===== src/rtl/voltmeter_pkg.sv =====
// Shared result-word layout for the voltmeter datapath, plus the packing helper
// used wherever a measurement is turned into a host-visible result word.
package voltmeter_pkg;

    localparam int RESULT_W      = 32;
    localparam int COUNT_W       = 16;
    localparam int SEQ_W         = 4;
    localparam int RANGE_W       = 3;

    localparam int SEQ_MSB       = 31;
    localparam int SEQ_LSB       = 28;
    localparam int RANGE_ERR_BIT = 27;
    localparam int SAT_HI_BIT    = 26;
    localparam int SAT_LO_BIT    = 25;
    localparam int REF_SIGN_BIT  = 24;
    localparam int RANGE_MSB     = 23;
    localparam int RANGE_LSB     = 21;
    localparam int OVF_BIT       = 20;
    localparam int COUNT_MSB     = 15;
    localparam int COUNT_LSB     = 0;

    // Bits [19:16] stay zero so the host can treat them as reserved.
    function automatic logic [RESULT_W-1:0] pack_result(
        input logic [SEQ_W-1:0]   seq,
        input logic               range_err,
        input logic               sat_hi,
        input logic               sat_lo,
        input logic               ref_sign,
        input logic [RANGE_W-1:0] range_sel,
        input logic               ovf,
        input logic [COUNT_W-1:0] count
    );
        logic [RESULT_W-1:0] w;
        w                       = '0;
        w[SEQ_MSB:SEQ_LSB]      = seq;
        w[RANGE_ERR_BIT]        = range_err;
        w[SAT_HI_BIT]           = sat_hi;
        w[SAT_LO_BIT]           = sat_lo;
        w[REF_SIGN_BIT]         = ref_sign;
        w[RANGE_MSB:RANGE_LSB]  = range_sel;
        w[OVF_BIT]              = ovf;
        w[COUNT_MSB:COUNT_LSB]  = count;
        return w;
    endfunction

endpackage


===== src/rtl/meas_result_buffer_fifo.sv =====
// Show-ahead synchronous FIFO with wrap-bit pointers and a registered occupancy count.
// A pop and push in the same cycle both succeed even when full.
module sync_fifo #(
    parameter int WIDTH = 32,
    parameter int DEPTH = 4
) (
    input  logic                     clk,
    input  logic                     rst,
    input  logic                     clear,
    input  logic                     push,
    input  logic                     pop,
    input  logic [WIDTH-1:0]         wdata,
    output logic [WIDTH-1:0]         rdata,
    output logic                     full,
    output logic                     empty,
    output logic [$clog2(DEPTH):0]   level
);

    localparam int IDX_W = $clog2(DEPTH);
    localparam int PTR_W = IDX_W + 1;

    logic [WIDTH-1:0] mem [DEPTH];
    logic [PTR_W-1:0] wr_ptr;
    logic [PTR_W-1:0] rd_ptr;
    logic             push_ok;
    logic             pop_ok;

    assign empty   = (wr_ptr == rd_ptr);
    assign full    = (wr_ptr[IDX_W-1:0] == rd_ptr[IDX_W-1:0]) &&
                     (wr_ptr[IDX_W] != rd_ptr[IDX_W]);
    assign pop_ok  = pop && !empty && !clear;
    assign push_ok = push && (!full || pop_ok) && !clear;
    assign rdata   = empty ? '0 : mem[rd_ptr[IDX_W-1:0]];

    always_ff @(posedge clk or posedge rst) begin
        if (rst) begin
            wr_ptr <= '0;
            rd_ptr <= '0;
            level  <= '0;
        end else if (clear) begin
            wr_ptr <= '0;
            rd_ptr <= '0;
            level  <= '0;
        end else begin
            if (push_ok) wr_ptr <= wr_ptr + PTR_W'(1);
            if (pop_ok)  rd_ptr <= rd_ptr + PTR_W'(1);
            case ({push_ok, pop_ok})
                2'b10:   level <= level + PTR_W'(1);
                2'b01:   level <= level - PTR_W'(1);
                default: level <= level;
            endcase
        end
    end

    // When full, a simultaneous push lands in the slot being popped; the old head is
    // read from storage before the write takes effect.
    always_ff @(posedge clk) begin
        if (push_ok) mem[wr_ptr[IDX_W-1:0]] <= wdata;
    end

endmodule


===== src/rtl/meas_result_buffer.sv =====
// Packs measurement results into tagged 32-bit words, queues them for the SPI
// slave, and raises the host interrupt while enough results are waiting.
module meas_result_buffer
    import voltmeter_pkg::*;
#(
    parameter int DEPTH     = 4,
    parameter int IRQ_LEVEL = 1
) (
    input  logic                     clk_i,
    input  logic                     rst_i,
    input  logic                     done_i,
    input  logic [COUNT_W-1:0]       count_i,
    input  logic [RANGE_W-1:0]       range_sel_i,
    input  logic                     range_error_i,
    input  logic                     sat_hi_i,
    input  logic                     sat_lo_i,
    input  logic                     ref_sign_i,
    input  logic                     clear_i,
    input  logic                     tx_ack_i,
    output logic                     tx_valid_o,
    output logic [RESULT_W-1:0]      tx_word_o,
    output logic                     interrupt_o,
    output logic                     overflow_o,
    output logic [$clog2(DEPTH):0]   level_o
);

    localparam int LVL_W = $clog2(DEPTH) + 1;
    localparam logic [LVL_W-1:0] IRQ_THRESH = LVL_W'(IRQ_LEVEL);

    logic [SEQ_W-1:0]    seq;
    logic [RESULT_W-1:0] new_word;
    logic                fifo_full;
    logic                fifo_empty;

    assign new_word = pack_result(seq, range_error_i, sat_hi_i, sat_lo_i,
                                  ref_sign_i, range_sel_i, overflow_o, count_i);

    sync_fifo #(
        .WIDTH (RESULT_W),
        .DEPTH (DEPTH)
    ) u_fifo (
        .clk   (clk_i),
        .rst   (rst_i),
        .clear (clear_i),
        .push  (done_i),
        .pop   (tx_ack_i),
        .wdata (new_word),
        .rdata (tx_word_o),
        .full  (fifo_full),
        .empty (fifo_empty),
        .level (level_o)
    );

    // seq advances on every capture, even dropped ones, so the host can spot gaps.
    always_ff @(posedge clk_i or posedge rst_i) begin
        if (rst_i) begin
            seq        <= '0;
            overflow_o <= 1'b0;
        end else if (clear_i) begin
            seq        <= '0;
            overflow_o <= 1'b0;
        end else if (done_i) begin
            seq <= seq + SEQ_W'(1);
            if (fifo_full && !tx_ack_i) overflow_o <= 1'b1;
        end
    end

    assign tx_valid_o  = !fifo_empty;
    assign interrupt_o = (level_o >= IRQ_THRESH);

endmodule


===== config.mk =====
export PLATFORM = sky130hd
export DESIGN_NAME = meas_result_buffer
export DESIGN_NICKNAME = d
export VERILOG_FILES = /design/src/rtl/voltmeter_pkg.sv /design/src/rtl/meas_result_buffer_fifo.sv /design/src/rtl/meas_result_buffer.sv
export SDC_FILE = /design/constraint.sdc
export NUM_CORES = 1
export LEC_CHECK = 0
export CAP_MARGIN = 40
export CORE_UTILIZATION = 59
export DETAILED_ROUTE_END_ITERATION = 10
export GPL_ROUTABILITY_DRIVEN = 0
export MAX_ROUTING_LAYER = met4
export PLACE_DENSITY = 0.86
export REMOVE_ABC_BUFFERS = 1
export SYNTH_ARGS = -nofsm -noshare
export SYNTH_HDL_FRONTEND = slang
export SYNTH_HIERARCHICAL = 1
export SYNTH_SLANG_ARGS = --single-unit

===== constraint.sdc =====
create_clock -name clk_i -period 6.5 [get_ports clk_i]
set_input_delay 0.65 -clock clk_i [delete_from_list [all_inputs] [get_ports clk_i]]
set_output_delay 0.65 -clock clk_i [all_outputs]
set_load 0.01 [all_outputs]

==> results.sh <==
export IMPL_synth_distinct_cells=32
export IMPL_grt_max_degree=36
export IMPL_grt_pass1_wl_mm=16.7
export IMPL_max_slew_margin_pct=41.3
export IMPL_detailedRoute_firstIterationViolations=145
export IMPL_synth_seq_cells=142
export IMPL_first_pass_iters=5
export IMPL_cts_made_buffers=17
export IMPL_finish_net_count=415
export IMPL_synth_edff_count=128
export IMPL_cell_count_of_the_worst_reg_to_reg_path=5
export IMPL_grtUsageTotal_pct=24.5
export IMPL_report_final_hold_viol_count=0
export IMPL_cts_hold_repair_buffers=0
export IMPL_postPlaceCellArea_um2=6600
export IMPL_status="complete, no violations"
export IMPL_cts_buffer_depth=2
export IMPL_worstMarginPinSlew_ps=881
export IMPL_htree_levels=4
export IMPL_async_flop_share_pct=9.86
export IMPL_power_leakage_nw=2.48
export IMPL_max_cap_violations=0
export IMPL_antenna_cells=0
export IMPL_initial_utilization_pct=61.2
export IMPL_synth_area_top_cells="edfxtp_1 67%, mux4_2 13%, dfrtp_1 6.1%"
export IMPL_worst_path_largest_cell_delay_ps=920
export IMPL_total_setup_buffers_inserted_after_cts=0
export IMPL_cts_sinks=142
export IMPL_unrepaired_setup_endpoints_after_global_routing="false"
export IMPL_final_skew_ps=8.55
export IMPL_postSynthAreaPerCell_um2=19.7
export IMPL_timing_final_crit_share_pct=56.4
export IMPL_critical_path_max_fanout=35
export IMPL_worst_ep_arrival_time_ps=3020
export IMPL_finalSetupTns_ps=0
export IMPL_clk_pin_slew_worst_paths_ps=60
export IMPL_yosys_area_top_type_share_pct=67.3
export IMPL_worstPathCellList="xnor2_1 -> and3_1 -> buf_4 -> nor2b_1 -> clkdlybuf4s50_1"
export IMPL_placed_cells_incl_taps=490
export IMPL_required_ps=5850
export IMPL_clk_latency_ps=520
export IMPL_total_power_mw=2.66
export IMPL_cts_tree="done"
export IMPL_dominantRegCellSynth="edfxtp_1"
export IMPL_critical_path_startpoint_type="flop"
export IMPL_post_cts_sizing=0
export IMPL_routed_via_density=5.58
export IMPL_floorplan_core_area_um2=9330
export IMPL_finalSetupViolations=0
export IMPL_layout_filler_cells=463
export IMPL_cell_with_the_most_instances_after_synthesis="edfxtp_1"
export IMPL_endpoint_kind="output pin"
export IMPL_synth_largest_area_cell="edfxtp_1"
export IMPL_worst_path_max_delay_cell="dfrtp_2"
export IMPL_overflow=0
export IMPL_postRouteWirelength_mm=10.6
export IMPL_timing_setup_critical_path_class="flop to output pin"
export IMPL_cts_root_buf="clkbuf_8"
export IMPL_synth_warning_count=6
export IMPL_post_route_drc_count=0
export IMPL_vias=2908
export IMPL_port_buffer_count=65
export IMPL_layout_core_utilization_pct=77.7
export IMPL_design_die_area_um2=10100
export IMPL_timing_fmax_ghz=0.273
export IMPL_dp_hpwl_mm=6.08
export IMPL_grt_pass1_vias=3109
export IMPL_drv_slew=0
export IMPL_powerDensity_nw_per_um2=367
export IMPL_cell_area_after_synthesis_um2=5710
export IMPL_drtAntennaViolNets=0
export IMPL_floorplan_die_height_um=100
export IMPL_worst_vdd_drop_v=0.000212
export IMPL_die_width_um=100
export IMPL_antenna_found_initial=0
export IMPL_timing_final_crit_period_ps=3670
export IMPL_routed_wire_length_per_instance_um=20.4
export IMPL_postSynthCellCount=290
export IMPL_num_rows=35
export IMPL_layout_cells_non_filler=521
export IMPL_synth_yosys_seq_area_share_pct=73.5
export IMPL_post_route_cells_drive_above_1_share_pct=19.6
export IMPL_postLayoutCellArea_um2=7250
export IMPL_holdCritPathClass="input pin to asynchronous set/reset pin"
export IMPL_area_delta_synth_final_pct=27.0
export IMPL_io_pins=66
export IMPL_synth_common_cells="128 x edfxtp_1, 35 x nor2b_1, 32 x mux4_2"
cell families after synthesis:
kind of cell    count (synthesis)  synth area share, %
flops                         142                 73.5
simple gates                   65                 6.84
mux                            40                 14.2
buf+inv                        20                 1.78
xor+xnor                        8                 1.23
fa+ha+maj                       7                 1.67
compound gates                  7                0.811
other cells                     1               0.0657
routing by layer:
metal | track usage (%) | part of all wire, %
met1 | 31.7 | 41
met2 | 38.7 | 53
met3 | 5.99 | 5.4
met4 | 8.03 | 0.63
met5 | - | 0
final timing paths:
| check | startpoint | to | slack (ps) |
|---|---|---|---|
| worst max-delay path | u_fifo/rd_ptr[1] | tx_word_o[19] | 2830 |
| min in group clk_i | overflow_o | u_fifo/mem[2][20] | 560 |
| worst min-delay path | rst_i | seq[1] | 370 |
| worst max register to register | u_fifo/rd_ptr[1] | u_fifo/mem[1][28] | 3630 |
| max in group asynchronous | rst_i | u_fifo/rd_ptr[0] | 5790 |
| worst min register to register | overflow_o | u_fifo/mem[2][20] | 560 |
area by class of cell:
class / instances / area, um^2 / share of cell area, %
tap: 129 / 161 / 2.23
sequential: 142 / 4200 / 57.9
inverter: 6 / 22.5 / 0.311
clock inverter: 14 / 240 / 3.31
timing repair buffer: 70 / 741 / 10.2
clock buffer: 17 / 414 / 5.71
multi-input combinational: 143 / 1480 / 20.3
layout by cell type (no fill, tap or decap), drive strengths merged, types with 2 or more instances in the layout:
cell,Yosys,final
and2,4,4
clkbuf,7,17
xnor2,5,5
buf,7,5
mux2,3,3
nor2b,35,35
mux4,32,32
edfxtp,128,128
nand2b,3,3
inv,6,7
bufinv,0,6
dfrtp,14,14
mux2i,5,5
nand2,2,2
conb,1,16
a21oi,3,3
nand3b,3,3
ha,6,6
clkinv,0,6
clkdlybuf4s50,0,65
xor2,3,3
nor2,14,14
where the power goes:
part	leakage [nW]	switching [mW]	total [mW]	internal [mW]
combinational	0.815	0.225	0.522	0.297
clock	0.316	0.366	1.07	0.700
sequential	1.35	0.0391	1.07	1.03
through the flow:
stage	hold slack [ps]	setup WS (ps)
2_1_floorplan	429	2740
3_3_place_gp	505	3390
3_5_place_dp	541	3360
4_1_cts	350	2790
5_1_grt	393	2650
6_report	366	2830
state kept, by name (all words and copies together) (netlist names):
name and count:
u_fifo/rd_ptr 3, u_fifo/level 3, seq 4, overflow_o 1
u_fifo/wr_ptr 3, u_fifo/mem 128
critical path: cells and delay by family (launching register included):
family        cells  cell delay (ps)
flops             1              920
buf+inv           2              830
simple gates      2              500
xor+xnor          1              230
No activity file was read; power rests on OpenSTA's default activity.
